===== config.mk =====
export PLATFORM = sky130hd
export DESIGN_NAME = reset_domain_controller
export DESIGN_NICKNAME = d
export VERILOG_FILES = /design/src/rtl/reset_domain_pkg.sv /design/src/rtl/reset_domain_controller.sv
export SDC_FILE = /design/constraint.sdc
export NUM_CORES = 1
export LEC_CHECK = 0
export ABC_AREA = 1
export CORE_MARGIN = 2
export CORE_UTILIZATION = 56
export CTS_CLUSTER_SIZE = 10
export DETAILED_ROUTE_END_ITERATION = 7
export PLACE_DENSITY = 0.78
export SLEW_MARGIN = 20
export SYNTH_ARGS = -nofsm -noshare
export SYNTH_HDL_FRONTEND = slang
export SYNTH_SLANG_ARGS = --single-unit

===== constraint.sdc =====
create_clock -name clk -period 2.1 [get_ports clk]
set_input_delay 0.21 -clock clk [delete_from_list [all_inputs] [get_ports clk]]
set_output_delay 0.21 -clock clk [all_outputs]
set_load 0.05 [all_outputs]

===== src/rtl/reset_domain_pkg.sv =====
// Shared types and width helpers for the staged reset-release controller.
package reset_domain_pkg;

   typedef enum logic [1:0] {
      ST_HOLD = 2'd0,
      ST_WAIT = 2'd1,
      ST_DONE = 2'd2
   } rdc_state_e;

   // Bits needed to hold values 0..max_val, never less than one.
   function automatic int unsigned cnt_width(input int unsigned max_val);
      return (max_val < 1) ? 1 : $clog2(max_val + 1);
   endfunction

   // Bits needed to index count domains; a single domain still gets a 1-bit index.
   function automatic int unsigned idx_width(input int unsigned count);
      return (count <= 1) ? 1 : $clog2(count);
   endfunction

endpackage


===== src/rtl/reset_domain_controller.sv =====
// Releases DOMAIN_COUNT reset domains one after another: hold, release, wait for
// init-complete (or time out), then move on. A reset request restarts the sequence.
module reset_domain_controller
   import reset_domain_pkg::*;
#(
   parameter int unsigned DOMAIN_COUNT  = 3,
   parameter int unsigned HOLD_CYCLE    = 8,
   parameter int unsigned TIMEOUT_CYCLE = 1024
) (
   input  logic                    clk,
   input  logic                    rst,
   input  logic                    resetReq,
   input  logic [DOMAIN_COUNT-1:0] initDone,
   output logic [DOMAIN_COUNT-1:0] rstOut,
   output logic                    ready,
   output logic                    busy,
   output logic                    timeoutError
);

   localparam int unsigned IW = idx_width(DOMAIN_COUNT);
   localparam int unsigned HW = cnt_width(HOLD_CYCLE);
   localparam int unsigned WW = cnt_width(TIMEOUT_CYCLE);

   localparam logic [IW-1:0] LAST_IDX   = IW'(DOMAIN_COUNT - 1);
   localparam logic [HW-1:0] HOLD_LOAD  = HW'(HOLD_CYCLE);
   localparam logic [WW-1:0] WAIT_LIMIT = WW'(TIMEOUT_CYCLE - 1);

   rdc_state_e    state_q;
   logic [IW-1:0] idx_q;
   logic [HW-1:0] hold_cnt_q;
   logic [WW-1:0] wait_cnt_q;
   logic          timeout_err_q;

   // NOTE: every register here is written with <= so all updates see the
   // pre-edge values, exactly like the flops they describe.
   always_ff @(posedge clk) begin
      if (rst) begin
         state_q       <= ST_HOLD;
         idx_q         <= '0;
         hold_cnt_q    <= HOLD_LOAD;
         wait_cnt_q    <= '0;
         timeout_err_q <= 1'b0;
      end else if (resetReq) begin
         // The sticky error survives a software restart on purpose.
         state_q    <= ST_HOLD;
         idx_q      <= '0;
         hold_cnt_q <= HOLD_LOAD;
         wait_cnt_q <= '0;
      end else begin
         case (state_q)
            ST_HOLD: begin
               hold_cnt_q <= hold_cnt_q - HW'(1);
               if (hold_cnt_q == HW'(1)) begin
                  state_q    <= ST_WAIT;
                  wait_cnt_q <= '0;
               end
            end
            ST_WAIT: begin
               if (initDone[idx_q] || (wait_cnt_q == WAIT_LIMIT)) begin
                  if (!initDone[idx_q]) timeout_err_q <= 1'b1;
                  if (idx_q == LAST_IDX) begin
                     state_q <= ST_DONE;
                  end else begin
                     idx_q      <= idx_q + IW'(1);
                     hold_cnt_q <= HOLD_LOAD;
                     state_q    <= ST_HOLD;
                  end
               end else begin
                  wait_cnt_q <= wait_cnt_q + WW'(1);
               end
            end
            ST_DONE: ;
            default: begin
               state_q    <= ST_HOLD;
               idx_q      <= '0;
               hold_cnt_q <= HOLD_LOAD;
               wait_cnt_q <= '0;
            end
         endcase
      end
   end

   // NOTE: rstOut gets a full default before the loop, so no bit can be left
   // unassigned on some path and turn into a latch.
   always_comb begin
      rstOut = '0;
      for (int i = 0; i < DOMAIN_COUNT; i++) begin
         rstOut[i] = ((state_q == ST_HOLD) && (IW'(i) >= idx_q)) ||
                     ((state_q == ST_WAIT) && (IW'(i) >  idx_q));
      end
   end

   assign ready        = (state_q == ST_DONE);
   assign busy         = (state_q != ST_DONE);
   assign timeoutError = timeout_err_q;

endmodule


==> results of run 1 <==
-- sequential cells by signal, summed over array words and instances, names as in the netlist --
register,count
state_q,2
idx_q,2
wait_cnt_q,11
hold_cnt_q,4
timeoutError,1
-- layout make-up --
cell class                 instances  area share
inverter                          30      0.0743
timing repair buffer              13      0.0858
clock buffer                       3      0.0149
tap                               28      0.0231
sequential                        20       0.264
clock inverter                     1      0.0198
multi-input combinational        137       0.518
-- power breakdown --
group          switching (µW)  internal [µW]
Sequential               4.23            386
Combinational            37.9           29.4
Clock                     122            193
Total                     164            608
-- stage by stage --
stage	hold slack (ns)	setup WS, ns	utilization	std cells
after global routing	0.485	0.0767	0.686	232
after CTS	0.460	0.146	0.686	232
after floorplan	0.279	0.0376	-	190
after global placement	0.437	0.424	0.662	228
final	0.462	0.186	0.686	232
after detailed placement	0.454	0.399	0.662	228
-- placed cells by master, fill, tap and decap left out, drive strengths merged --
cell type / netlist / layout
nand3: 22 / 22
nor2: 24 / 24
clkdlybuf4s50: 0 / 8
o32ai: 1 / 1
dfxtp: 20 / 20
clkbuf: 1 / 3
buf: 2 / 5
bufinv: 0 / 1
nor3: 2 / 2
ha: 7 / 7
nand4: 7 / 7
a21oi: 18 / 18
inv: 29 / 29
o21ai: 8 / 8
clkinv: 1 / 1
nor3b: 1 / 1
nand2: 44 / 44
or2: 3 / 3
-- metal layers --
metal,vias to the layer above,wire length [µm]
met5,-,0
met4,0,17
met3,2,58
met2,20,1420
met1,555,1240
li1,643,-
-- cells in the mapped netlist, types with 2 or more instances --
| cell type | instances |
|---|---|
| a21oi_1 | 13 |
| a21oi_2 | 5 |
| dfxtp_1 | 20 |
| ha_1 | 7 |
| inv_1 | 28 |
| nand2_1 | 35 |
| nand2_2 | 6 |
| nand2_4 | 3 |
| nand3_1 | 21 |
| nand4_1 | 7 |
| nor2_1 | 21 |
| nor3_1 | 2 |
| o21ai_0 | 5 |
| o21ai_2 | 3 |
| or2_2 | 3 |
-- kinds of logic (layout without fill, tap and decap cells) --
| kind of cell | Yosys count | after routing | synth area share |
|---|---|---|---|
| flip-flops | 20 | 20 | 0.303 |
| AO/OA/AOI/OAI | 27 | 27 | 0.128 |
| adder cells (fa/ha/maj) | 7 | 7 | 0.0663 |
| AND/OR/NAND/NOR | 103 | 103 | 0.395 |
| buffers and inverters | 33 | 47 | 0.107 |
-- final timing paths --
kind	end	slack [ns]	cells past startpoint
min reg2reg	timeoutError	0.47	2
max	busy	0.19	3
max reg2reg	hold_cnt_q[0]	0.36	8
min	timeoutError	0.46	2
==> flow_metrics.tcl, run 1 <==
set metrics [dict create \
    status "completed" \
    cts.sinks 20 \
    wl_per_cell_um 11.8 \
    use_met1 0.268 \
    area_growth_pct 14.9 \
    place.port_buffers 11 \
    routed_wl_um 2730 \
    cts_buffer_depth 2 \
    synth_area_per_cell_um2 6.95 \
    crit_family "buffers and inverters" \
    n_fill_cell 199 \
    grtUsageMet3 0.0343 \
    min_period_ns 1.91 \
    seq_area_frac_synth 0.303 \
    finalHoldViolCount 0 \
    worst-path-buf-inv 2 \
    yosysTopAreaCell "dfxtp_1" \
    slew_viol_final 0 \
    cp-start-kind "flip-flop" \
    fin_tns_setup_ns 0 \
    cts.htree.levels 1 \
    grt-busiest-layer "met2" \
    multi_input_area_um2 786 \
    path_class "flip-flop to output pin" \
    leakage_uw 0.000656 \
    drtIter0Drc 37 \
    die_height_um 52.6 \
    maxCapViolCount 0 \
    cp_max_fo 4 \
    clock-skew-final_ns 0.00476 \
    synth_warnings 0 \
    drive_gt1_frac 0.172 \
    required_ns 1.89 \
    syn_area_um2 1320 \
    grt_pass1_wl_um 4820 \
    first_global_vias 1152 \
    post_cts.repair.setup_buffers 0 \
    crit_chain "nor2_1, inv_1, clkdlybuf4s50_1" \
    ctsResizeCount 0 \
    synth.distinct_cells 26 \
    yosys_most_used_dff "dfxtp_1" \
    final_cell_area_um2 1520 \
    met2_usage 0.438 \
    crit_start "state_q[0]" \
    cp-end-kind "output pin" \
    drc_errors 0 \
    syn_inst 190 \
    synth_edf_count 0 \
    grt_usage 0.234 \
    dr.pass1.iters 4 \
    synth.area.top_cells "dfxtp_1 (30%), nand2_1 (10%), inv_1 (8.0%)" \
    ios 12 \
    setup_viol 0 \
    cts_buffers 3 \
    coreArea_um2 2210 \
    tritoncts "done" \
    clock-root-buffer "clkbuf_4" \
    worstMarginPinSlew_ns 0.490 \
    die_x_um 52.6 \
    power.total_uw 772 \
    cts.clk_slew.worst_paths_ns 0.12 \
    peakVddDrop_uv 428 \
    slew_headroom 0.673 \
    fmax_mhz 522 \
    syn_nets 203 \
    synth_seq_cells 20 \
    nNetsFinal 218 \
    synth_top_area_share 0.303 \
    hold_path_startpoint "rst" \
    grt_overflow 0 \
    vias 1220 \
    placed_cell_area_um2 1460 \
    hold_buffers 0 \
    gp_congestion 0.879 \
    cpMaxStageDelayCell "clkdlybuf4s50_1" \
    insertion_delay_ns 0.30 \
    powerDensity_nw_per_um2 509 \
    place_hpwl_um 2130 \
    slowest_delay_ns 0.81 \
    die_area_um2 2760 \
    ant_nets 0 \
    rows 17 \
    crit-reg2reg-launch "wait_cnt_q[0]" \
    rsz0062_at_grt "false" \
    grt_start_max_net_pins 15 \
    antenna_found_initial 0 \
    async_reset_ff_frac 0 \
    hold_path.class "primary input to flip-flop" \
    worst_ep_arrival_time_ns 1.70 \
    n_antenna_cell 0 \
    fin_crit_sh 0.912 \
    seqCellArea_um2 400 \
    start_util 0.597 \
    via_per_inst 5.26 \
]
No activity file was read; power rests on OpenSTA's default activity.
==> inputs of run 2 (changes only) <==
--- a/config.mk
+++ b/config.mk
@@ -6,12 +6,12 @@
 export NUM_CORES = 1
 export LEC_CHECK = 0
 export ABC_AREA = 1
+export CAP_MARGIN = 0
 export CORE_MARGIN = 2
 export CORE_UTILIZATION = 56
 export CTS_CLUSTER_SIZE = 10
 export DETAILED_ROUTE_END_ITERATION = 7
 export PLACE_DENSITY = 0.78
-export SLEW_MARGIN = 20
 export SYNTH_ARGS = -nofsm -noshare
 export SYNTH_HDL_FRONTEND = slang
 export SYNTH_SLANG_ARGS = --single-unit
==> results of run 2 <==
No change in the layout: final DEF, timing and power equal those of run 1.
==> inputs of run 3 (changes only) <==
--- a/config.mk
+++ b/config.mk
@@ -8,9 +8,10 @@
 export ABC_AREA = 1
 export CAP_MARGIN = 0
 export CORE_MARGIN = 2
-export CORE_UTILIZATION = 56
+export CORE_UTILIZATION = 62
 export CTS_CLUSTER_SIZE = 10
 export DETAILED_ROUTE_END_ITERATION = 7
+export DONT_BUFFER_PORTS = 1
 export PLACE_DENSITY = 0.78
 export SYNTH_ARGS = -nofsm -noshare
 export SYNTH_HDL_FRONTEND = slang
==> flow_metrics.tcl, run 3 (synthesis gave the netlist of run 1 again) <==
set metrics [dict create \
    status "completed" \
    peakVddDrop_uv 552 \
    drive_gt1_frac 0.186 \
    dp_cells 221 \
    grt_start_max_net_pins 15 \
    switchingPower_uw 168 \
    place_hpwl_um 1980 \
    fmax_mhz 541 \
    cts.sinks 20 \
    hold_path.class "primary input to flip-flop" \
    post-route-util 0.730 \
    worst_ep_arrival_time_ns 1.64 \
    die_x_um 50.1 \
    cts_buffer_depth 2 \
    antenna_found_initial 0 \
    place.port_buffers 0 \
    post_cts.repair.setup_buffers 0 \
    wl_per_cell_um 11.8 \
    drc_errors 0 \
    cpMaxStageDelayCell "dfxtp_1" \
    setup_viol 0 \
    layout_common_cells "nand2_1 (35), inv_1 (28), nor2_1 (21), nand3_1 (21), dfxtp_1 (20)" \
    gp_congestion 0.863 \
    cp-start-kind "flip-flop" \
    reg.largest.list "wait_cnt_q (11), hold_cnt_q (4)" \
    start_util 0.666 \
    required_ns 1.89 \
    clock-root-buffer "clkbuf_4" \
    cts.clk_slew.worst_paths_ns 0.11 \
    crit_start "idx_q[0]" \
    grt_usage 0.243 \
    routed_wl_um 2660 \
    stdcell_count 226 \
    min_period_ns 1.85 \
    rows 16 \
    fin_tns_setup_ns 0 \
    nNetsFinal 213 \
    fin_ws_ns 0.252 \
    coreArea_um2 1980 \
    cp_max_fo 6 \
    routed.top_layer "met4" \
    p_comb_frac 0.078 \
    ios 12 \
    largest_register_ff_count 11 \
    swShare 0.219 \
    insertion_delay_ns 0.32 \
    slew_viol_final 0 \
    hold_path_startpoint "resetReq" \
    tritoncts "done" \
    path_class "flip-flop to output pin" \
    slew_headroom 0.664 \
    vias 1236 \
    crit_chain "inv_1, ha_1, o32ai_2, buf_4" \
    die_area_um2 2510 \
    p_clk_frac 0.415 \
    drtIter0Drc 33 \
    via_per_inst 5.47 \
    powerDensity_nw_per_um2 532 \
    dr_wl_met2_um 1320 \
    fin_crit_sh 0.880 \
    area_growth_pct 9.67 \
    cts.htree.levels 1 \
    dr.pass1.iters 4 \
    maxCapViolCount 0 \
    p_seq_frac 0.507 \
    cp-end-kind "output pin" \
    finalHoldViolCount 0 \
    internal_power_uw 601 \
    ant_nets 0 \
    reg2reg_slack_ns 0.44 \
    worstMarginPinSlew_ns 0.504 \
    layout_commonest_cell "nand2_1" \
    regMostFlops "wait_cnt_q" \
    die_height_um 50.1 \
    wl_met1_um 1140 \
    leakage_uw 0.000633 \
    slowest_delay_ns 0.39 \
    ctsResizeCount 0 \
    wl_met3_um 142 \
    crit-reg2reg-launch "wait_cnt_q[0]" \
    grt_overflow 0 \
    pre_cts_ws_ns 0.469 \
    clock-skew-final_ns 0.00993 \
    rsz0062_at_grt "false" \
    cts_buffers 3 \
    grt_pass1_wl_um 4670 \
    first_global_vias 1109 \
    n_antenna_cell 0 \
]
==> run 3: critical path: cells and delay by family (launching register included) <==
kind,cells,cell delay [ns]
AOI/OAI and AO/OA,1,0.29
adders and majority gates,1,0.28
buffers and inverters,2,0.36
DFF,1,0.39
==> run 3: layout make-up <==
| cell class | count | area (µm²) |
|---|---|---|
| clock buffers | 3 | 22.5 |
| clock inverters | 1 | 30.0 |
| fillers | 166 | 534 |
| inverters | 30 | 113 |
| multi-input cells | 137 | 786 |
| flip-flops and latches | 20 | 400 |
| well taps | 27 | 33.8 |
| repair buffers | 8 | 62.6 |
==> run 3: routing by layer <==
layer  global-route usage  vias to the layer above
met4                0.111                        0
met1                0.271                      556
met5                    0                        -
met2                0.450                       40
li1                     -                      633
met3               0.0357                        7
==> run 3: through the flow <==
stage                     cell area (µm²)  hold WS [ns]  total power (µW)
after CTS                            1450         0.105               773
final                                1450         0.125               770
after global placement               1390         0.281               453
after floorplan                      1330         0.279               446
after detailed placement             1390         0.282               457
after global routing                 1450         0.132               793
==> run 3: final timing paths <==
check | to | cells after the start
worst max-delay path | rstOut[2] | 4
worst min-delay path | timeoutError | 3
worst max register to register | hold_cnt_q[0] | 8
worst min register to register | hold_cnt_q[1] | 2
==> run 3: power groups by stage <==
stage,clock (µW),combinational (µW),sequential (µW)
final,319,60.2,390
after global routing,334,67.2,391
after CTS,322,60.2,390
after detailed placement,0,57.8,399
after global placement,0,54.8,398
after floorplan,0,48.3,397
==> run 3: repair_timing <==
action                     CTS  global route
hold endpoints to repair     1             0
hold buffers                 1             0
setup endpoints to repair    0             0
